[config.mk]
export PLATFORM = sky130hd
export DESIGN_NAME = spi_flash_reader_flat
export DESIGN_NICKNAME = d
export VERILOG_FILES = /design/src/rtl/spi_flash_reader_pkg.sv /design/src/rtl/spi_flash_reader_if.sv /design/src/rtl/spi_flash_reader.sv /design/src/flat_wrapper.sv
export SDC_FILE = /design/constraint.sdc
export NUM_CORES = 1
export LEC_CHECK = 0
export ABC_AREA = 1
export ABC_CLOCK_PERIOD_IN_PS = 1850
export BUFFER_PORTS_ARGS = -buffer_cell sky130_fd_sc_hd__buf_2
export CAP_MARGIN = 10
export CORE_ASPECT_RATIO = 0.8
export CORE_UTILIZATION = 52
export DETAILED_ROUTE_END_ITERATION = 10
export HOLD_SLACK_MARGIN = 0.02
export PLACE_DENSITY_LB_ADDON = 0.05
export SETUP_SLACK_MARGIN = 0.4
export SYNTH_ARGS = -nofsm -noshare
export SYNTH_HDL_FRONTEND = slang
export SYNTH_SLANG_ARGS = --single-unit
[constraint.sdc]
create_clock -name clk -period 1.85 [get_ports clk]
set_input_delay 0 -clock clk [delete_from_list [all_inputs] [get_ports clk]]
set_output_delay 0 -clock clk [all_outputs]
set_load 0.05 [all_outputs]
[src/rtl/spi_flash_reader_pkg.sv]
// Shared definitions for the SPI flash reader: SPI register map, control-register
// field positions and the reader FSM encoding.
package spi_flash_reader_pkg;

  localparam logic [1:0] SPI_DATAREG = 2'd0;
  localparam logic [1:0] SPI_IMMDATA = 2'd1;
  localparam logic [1:0] SPI_CTRLREG = 2'd2;

  localparam int CTRL_ENABLE_BIT = 24;
  localparam int CTRL_SSEL_BIT   = 16;
  localparam int CTRL_SLAVE_LSB  = 8;
  localparam int CTRL_SIZE_LSB   = 0;

  localparam logic [1:0] SIZE_WORD = 2'b11;

  typedef enum logic [3:0] {
    ST_IDLE,
    ST_CFG,
    ST_CMD,
    ST_CMDWAIT,
    ST_RDREQ,
    ST_RDWAIT,
    ST_OUT,
    ST_DESEL,
    ST_DONE
  } state_t;

  function automatic logic [31:0] ctrl_word(input logic       enable,
                                            input logic       ssel,
                                            input logic [1:0] slave,
                                            input logic [1:0] size);
    logic [31:0] w;
    w = '0;
    w[CTRL_ENABLE_BIT]       = enable;
    w[CTRL_SSEL_BIT]         = ssel;
    w[CTRL_SLAVE_LSB +: 2]   = slave;
    w[CTRL_SIZE_LSB +: 2]    = size;
    return w;
  endfunction

endpackage

[src/rtl/spi_flash_reader_if.sv]
// SPI register-bus master port plus the 32-bit output word stream of the reader.
interface spi_flash_reader_if;
  logic        spi_select;
  logic        spi_rd;
  logic [3:0]  spi_we;
  logic [1:0]  spi_addr;
  logic [31:0] spi_wdata;
  logic [31:0] spi_rdata;
  logic        spi_wbusy;
  logic        spi_rbusy;

  logic        out_valid;
  logic        out_ready;
  logic [31:0] out_data;

  modport master (
    output spi_select, spi_rd, spi_we, spi_addr, spi_wdata, out_valid, out_data,
    input  spi_rdata, spi_wbusy, spi_rbusy, out_ready
  );

  modport slave (
    input  spi_select, spi_rd, spi_we, spi_addr, spi_wdata, out_valid, out_data,
    output spi_rdata, spi_wbusy, spi_rbusy, out_ready
  );
endinterface

[src/rtl/spi_flash_reader.sv]
// Reads len 32-bit words from SPI flash via the SPI register bus and streams them out.
// All outputs are registered; each state's bus values are loaded on the transition into it.
module spi_flash_reader
  import spi_flash_reader_pkg::*;
#(
  parameter int unsigned SLAVE    = 0,
  parameter logic [7:0]  READ_CMD = 8'h03,
  parameter int unsigned CMD_WAIT = 34
) (
  input  logic               clk,
  input  logic               reset,
  input  logic               start,
  input  logic [23:0]        addr,
  input  logic [15:0]        len,
  output logic               busy,
  output logic               done,
  spi_flash_reader_if.master bus
);

  localparam logic [31:0] CFG_WORD   = ctrl_word(1'b1, 1'b1, SLAVE[1:0], SIZE_WORD);
  localparam logic [31:0] DESEL_WORD = ctrl_word(1'b0, 1'b0, 2'b00, 2'b00);
  localparam logic [15:0] WAIT_LOAD  = (CMD_WAIT > 0) ? 16'(CMD_WAIT - 1) : 16'd0;

  state_t      state;
  logic [23:0] addr_q;
  logic [15:0] remaining;
  logic [15:0] wait_cnt;

  always_ff @(posedge clk or negedge reset) begin
    if (!reset) begin
      state          <= ST_IDLE;
      addr_q         <= '0;
      remaining      <= '0;
      wait_cnt       <= '0;
      busy           <= 1'b0;
      done           <= 1'b0;
      bus.spi_select <= 1'b0;
      bus.spi_rd     <= 1'b0;
      bus.spi_we     <= 4'h0;
      bus.spi_addr   <= 2'd0;
      bus.spi_wdata  <= '0;
      bus.out_valid  <= 1'b0;
      bus.out_data   <= '0;
    end else begin
      // Bus is idle unless the next state drives it.
      done           <= 1'b0;
      bus.spi_select <= 1'b0;
      bus.spi_rd     <= 1'b0;
      bus.spi_we     <= 4'h0;
      bus.spi_addr   <= 2'd0;
      bus.spi_wdata  <= '0;

      case (state)
        ST_IDLE: begin
          if (start) begin
            addr_q    <= addr;
            remaining <= len;
            busy      <= 1'b1;
            if (len == 16'd0) begin
              state <= ST_DONE;
              done  <= 1'b1;
            end else begin
              state          <= ST_CFG;
              bus.spi_select <= 1'b1;
              bus.spi_we     <= 4'hF;
              bus.spi_addr   <= SPI_CTRLREG;
              bus.spi_wdata  <= CFG_WORD;
            end
          end
        end

        ST_CFG: begin
          state          <= ST_CMD;
          bus.spi_select <= 1'b1;
          bus.spi_we     <= 4'hF;
          bus.spi_addr   <= SPI_DATAREG;
          bus.spi_wdata  <= {READ_CMD, addr_q};
        end

        ST_CMD: begin
          if (bus.spi_wbusy) begin
            bus.spi_select <= 1'b1;
            bus.spi_we     <= 4'hF;
            bus.spi_addr   <= SPI_DATAREG;
            bus.spi_wdata  <= {READ_CMD, addr_q};
          end else if (CMD_WAIT == 0) begin
            state          <= ST_RDREQ;
            bus.spi_select <= 1'b1;
            bus.spi_rd     <= 1'b1;
          end else begin
            state    <= ST_CMDWAIT;
            wait_cnt <= WAIT_LOAD;
          end
        end

        ST_CMDWAIT: begin
          if (wait_cnt == 16'd0) begin
            state          <= ST_RDREQ;
            bus.spi_select <= 1'b1;
            bus.spi_rd     <= 1'b1;
          end else begin
            wait_cnt <= wait_cnt - 16'd1;
          end
        end

        ST_RDREQ: begin
          state          <= ST_RDWAIT;
          bus.spi_select <= 1'b1;
          bus.spi_rd     <= 1'b1;
        end

        ST_RDWAIT: begin
          if (bus.spi_rbusy) begin
            bus.spi_select <= 1'b1;
            bus.spi_rd     <= 1'b1;
          end else begin
            state         <= ST_OUT;
            bus.out_data  <= bus.spi_rdata;
            bus.out_valid <= 1'b1;
          end
        end

        ST_OUT: begin
          // Next read is only issued once the current word has been taken.
          if (bus.out_ready) begin
            bus.out_valid  <= 1'b0;
            remaining      <= remaining - 16'd1;
            bus.spi_select <= 1'b1;
            if (remaining == 16'd1) begin
              state         <= ST_DESEL;
              bus.spi_we    <= 4'b1000;
              bus.spi_addr  <= SPI_CTRLREG;
              bus.spi_wdata <= DESEL_WORD;
            end else begin
              state      <= ST_RDREQ;
              bus.spi_rd <= 1'b1;
            end
          end
        end

        ST_DESEL: begin
          state <= ST_DONE;
          done  <= 1'b1;
        end

        ST_DONE: begin
          state <= ST_IDLE;
          busy  <= 1'b0;
        end

        default: begin
          state <= ST_IDLE;
          busy  <= 1'b0;
        end
      endcase
    end
  end

endmodule

[src/flat_wrapper.sv]
// flat-port wrapper written by rule: the top's interface ports become plain ports
module spi_flash_reader_flat import spi_flash_reader_pkg::*;
#(
  parameter int unsigned SLAVE    = 0,
  parameter logic [7:0]  READ_CMD = 8'h03,
  parameter int unsigned CMD_WAIT = 34
)
  (clk, reset, start, addr, len, busy, done, bus_spi_select, bus_spi_rd, bus_spi_we, bus_spi_addr, bus_spi_wdata, bus_out_valid, bus_out_data, bus_spi_rdata, bus_spi_wbusy, bus_spi_rbusy, bus_out_ready);
  spi_flash_reader_if bus_i ();
  input  logic clk;
  input  logic reset;
  input  logic start;
  input  logic [23:0] addr;
  input  logic [15:0] len;
  output logic busy;
  output logic done;
  output wire logic [$bits(bus_i.spi_select)-1:0] bus_spi_select;
  output wire logic [$bits(bus_i.spi_rd)-1:0] bus_spi_rd;
  output wire logic [$bits(bus_i.spi_we)-1:0] bus_spi_we;
  output wire logic [$bits(bus_i.spi_addr)-1:0] bus_spi_addr;
  output wire logic [$bits(bus_i.spi_wdata)-1:0] bus_spi_wdata;
  output wire logic [$bits(bus_i.out_valid)-1:0] bus_out_valid;
  output wire logic [$bits(bus_i.out_data)-1:0] bus_out_data;
  input wire logic [$bits(bus_i.spi_rdata)-1:0] bus_spi_rdata;
  input wire logic [$bits(bus_i.spi_wbusy)-1:0] bus_spi_wbusy;
  input wire logic [$bits(bus_i.spi_rbusy)-1:0] bus_spi_rbusy;
  input wire logic [$bits(bus_i.out_ready)-1:0] bus_out_ready;
  assign bus_spi_select = bus_i.spi_select;
  assign bus_spi_rd = bus_i.spi_rd;
  assign bus_spi_we = bus_i.spi_we;
  assign bus_spi_addr = bus_i.spi_addr;
  assign bus_spi_wdata = bus_i.spi_wdata;
  assign bus_out_valid = bus_i.out_valid;
  assign bus_out_data = bus_i.out_data;
  assign bus_i.spi_rdata = bus_spi_rdata;
  assign bus_i.spi_wbusy = bus_spi_wbusy;
  assign bus_i.spi_rbusy = bus_spi_rbusy;
  assign bus_i.out_ready = bus_out_ready;
  spi_flash_reader #(.SLAVE(SLAVE), .READ_CMD(READ_CMD), .CMD_WAIT(CMD_WAIT)) u_core (.clk(clk), .reset(reset), .start(start), .addr(addr), .len(len), .busy(busy), .done(done), .bus(bus_i));
endmodule
==> metrics.yaml <==
ys_ff_latch: 126
cp_data_arrival_time_ns: 1.95
p_seq_frac: 0.277
reg2reg_slack_ns: 0.20
rr_worst_depth: 7
die_w_um: 122
pre_cts_ws_ns: 0.116
cp-startpoint: "u_core.state[3]$_DFFE_PN0P_"
fin_tns_setup_ns: 0
root_buffer: "clkbuf_16"
max_cap_viol_count: 0
rows: 34
antennaDiodeCount: 0
ctsHtreeMaxLevel: 4
final_util: 0.846
p_per_area_nw_per_um2: 1870
slew_violations: 0
crit_path_end_kind: "register"
timing.rr.start: "u_core.state[3]$_DFFE_PN0P_"
max_freq_mhz: 606
grt_pass1_vias: 5946
postPlaceCellArea_um2: 6890
setup_ws_ns: 0.201
coreArea_um2: 11000
dp.cells: 1032
wl_um: 20300
drive_above_1_share: 0.355
firstDrtPassIters: 5
synth.largest_area_cell: "dfrtp_1"
io-pin-count: 153
timing.hold.ws_ns: 0.0877
critPathKind: "reg2reg"
regToRegEndpoint: "u_core.wait_cnt[5]$_DFFE_PN0P_"
internal_power_mw: 8.89
syn_area_per_cell_um2: 7.91
overflow: 0
min_period_ns: 1.65
critical_path_required_ns: 2.15
cp_max_fo: 14
syn_area_um2: 5950
die_area_um2: 11900
area_growth_pct: 56.7
via_count: 6412
post-route-period-util: 0.892
wl_per_cell_um: 17.1
stdcell_area_um2: 9330
clock_skew_ns: 0.0104
setup_viol: 0
syn_inst: 752
hold_path.class: "in2async"
grt_max_degree: 55
clk_latency_ns: 0.41
ir_drop_uv: 940
crit_path_start_kind: "register"
power.share.combinational: 0.540
stdcell_count: 1183
clockBufferDepth: 2
multi_input_area_um2: 2800
drtIter0Drc: 540
nets: 1107
synth_warnings: 0
yosysTopAreaCellShare: 0.530
switching_share: 0.489
cts_inserted_buffers: 17
fillCellCount: 602
status: "finished, final reports clean"
antenna_found_initial: 0
cts.clk_slew.worst_paths_ns: 0.06
cts_sinks: 126
power_mw: 17.4
yosys.cell_types.count: 32
track_usage: 0.301
cts_tree: "done"
seq_area_um2: 3160
ys_top_cells_by_area: "dfrtp_1 (53%), nand2_1 (15%), nand3_1 (6.8%)"
rsz0062_at_grt: "yes"
grt_pass1_wl_um: 28000
die_h_um: 97.7
hpwl_um: 9930
crit_end: "u_core.wait_cnt[5]$_DFFE_PN0P_"
hold_viol_final: 0
drc: 0
portBuffers: 145
p_leak_nw: 4.79
power_switching_mw: 8.52
yosysSeqAreaShare: 0.530
p_clk_frac: 0.183
place_congestion: 0.887
ant_nets: 0
vias_per_cell: 5.42
start_util: 0.540
[state kept, by name, indices dropped and copies added, names as in the netlist]
signal / cells
u_core.addr_q: 24
u_core.bus.out_data: 32
u_core.bus.out_valid: 1
u_core.bus.spi_addr: 1
u_core.bus.spi_rd: 1
u_core.bus.spi_select: 1
u_core.bus.spi_wdata: 26
u_core.bus.spi_we: 2
u_core.busy: 1
u_core.done: 1
u_core.remaining: 16
u_core.state: 4
u_core.wait_cnt: 16
[synth_stat cells]
cell / count
o21ai_0: 56
nor2_4: 4
inv_1: 73
buf_4: 13
o21ai_1: 4
nor2_2: 2
nor3_1: 2
ha_1: 3
nand3b_1: 2
buf_1: 3
o22ai_1: 3
nand2_1: 232
o211ai_1: 4
clkbuf_1: 5
xor2_1: 1
o21bai_1: 4
nand3_2: 1
inv_2: 3
a21boi_0: 1
dfrtp_1: 126
nand2_2: 3
a21oi_4: 1
clkinv_1: 1
a21oi_1: 6
a31oi_1: 1
buf_6: 5
nor2_1: 94
nand4_1: 4
or2_2: 4
buf_2: 9
nand3_1: 81
conb_1: 1
[layer usage]
metal	wire length (um)	track usage	up-vias
li1	-	-	2909
met1	7910	0.388	3097
met2	10300	0.495	342
met3	1380	0.0669	64
met4	643	0.116	0
met5	0	0	-
[power groups by stage]
stage / registers [mW] / clock network, mW / logic [mW]
after floorplan: 6.61 / 0 / 3.30
after global placement: 4.59 / 0 / 6.91
after detailed placement: 4.60 / 0 / 7.07
after CTS: 4.62 / 3.19 / 7.83
after global routing: 4.92 / 3.34 / 10.1
final: 4.83 / 3.19 / 9.40
[cell type report]
| cell class | instances | area share |
|---|---|---|
| Clock buffer | 17 | 0.0456 |
| Clock inverter | 15 | 0.0146 |
| Inverter | 77 | 0.0315 |
| Multi-Input combinational cell | 520 | 0.300 |
| Sequential cell | 126 | 0.339 |
| Tap cell | 144 | 0.0193 |
| Timing Repair Buffer | 284 | 0.250 |
[worst min-delay path by stage]
stage / from / endpoint
after global routing: bus_out_ready / u_core.remaining[14]$_DFFE_PN0P_
after detailed placement: reset / u_core.wait_cnt[9]$_DFFE_PN0P_
after floorplan: reset / u_core.addr_q[0]$_DFFE_PN0P_
after global placement: reset / u_core.wait_cnt[9]$_DFFE_PN0P_
after CTS: bus_out_ready / u_core.bus.spi_rd$_DFF_PN0_
final: reset / u_core.wait_cnt[9]$_DFFE_PN0P_
[kinds of logic (layout without fill, tap and decap cells)]
family / after synthesis / count (layout) / synth area share
simple gates: 429 / 429 / 0.301
compound gates: 80 / 80 / 0.0738
fa+ha+maj: 3 / 3 / 0.00631
flops: 126 / 126 / 0.530
xor+xnor: 1 / 1 / 0.00147
buf+inv: 112 / 393 / 0.0870
other cells: 1 / 7 / 0.000630
[worst max-delay path, cell delays in order, from the launching register on]
cell	delay (ns)
dfrtp_2	0.47
nor2_4	0.23
inv_2	0.09
nor2_4	0.18
buf_8	0.18
nand3_1	0.15
nand3_1	0.15
nand2_1	0.07
[repair_timing]
item | CTS | global route
buffers inserted | 18 | 13
pin swaps | 19 | 25
endpoints found under the hold margin | 207 | 0
hold buffers | 76 | 0
gates resized for setup | 68 | 147
setup endpoints to repair | 97 | 119
gates cloned | 2 | 10
[cell usage in the layout, fill, tap and decap left out, types with 24 or more instances in the layout]
cell,synthesis,routed
buf_4,13,27
nor2_1,94,73
buf_2,9,144
clkbuf_16,0,24
dfrtp_1,126,118
inv_1,73,63
nand2_1,232,194
dlygate4sd3_1,0,76
nand2_2,3,24
nand3_1,81,73
No activity file was read; power rests on OpenSTA's default activity.
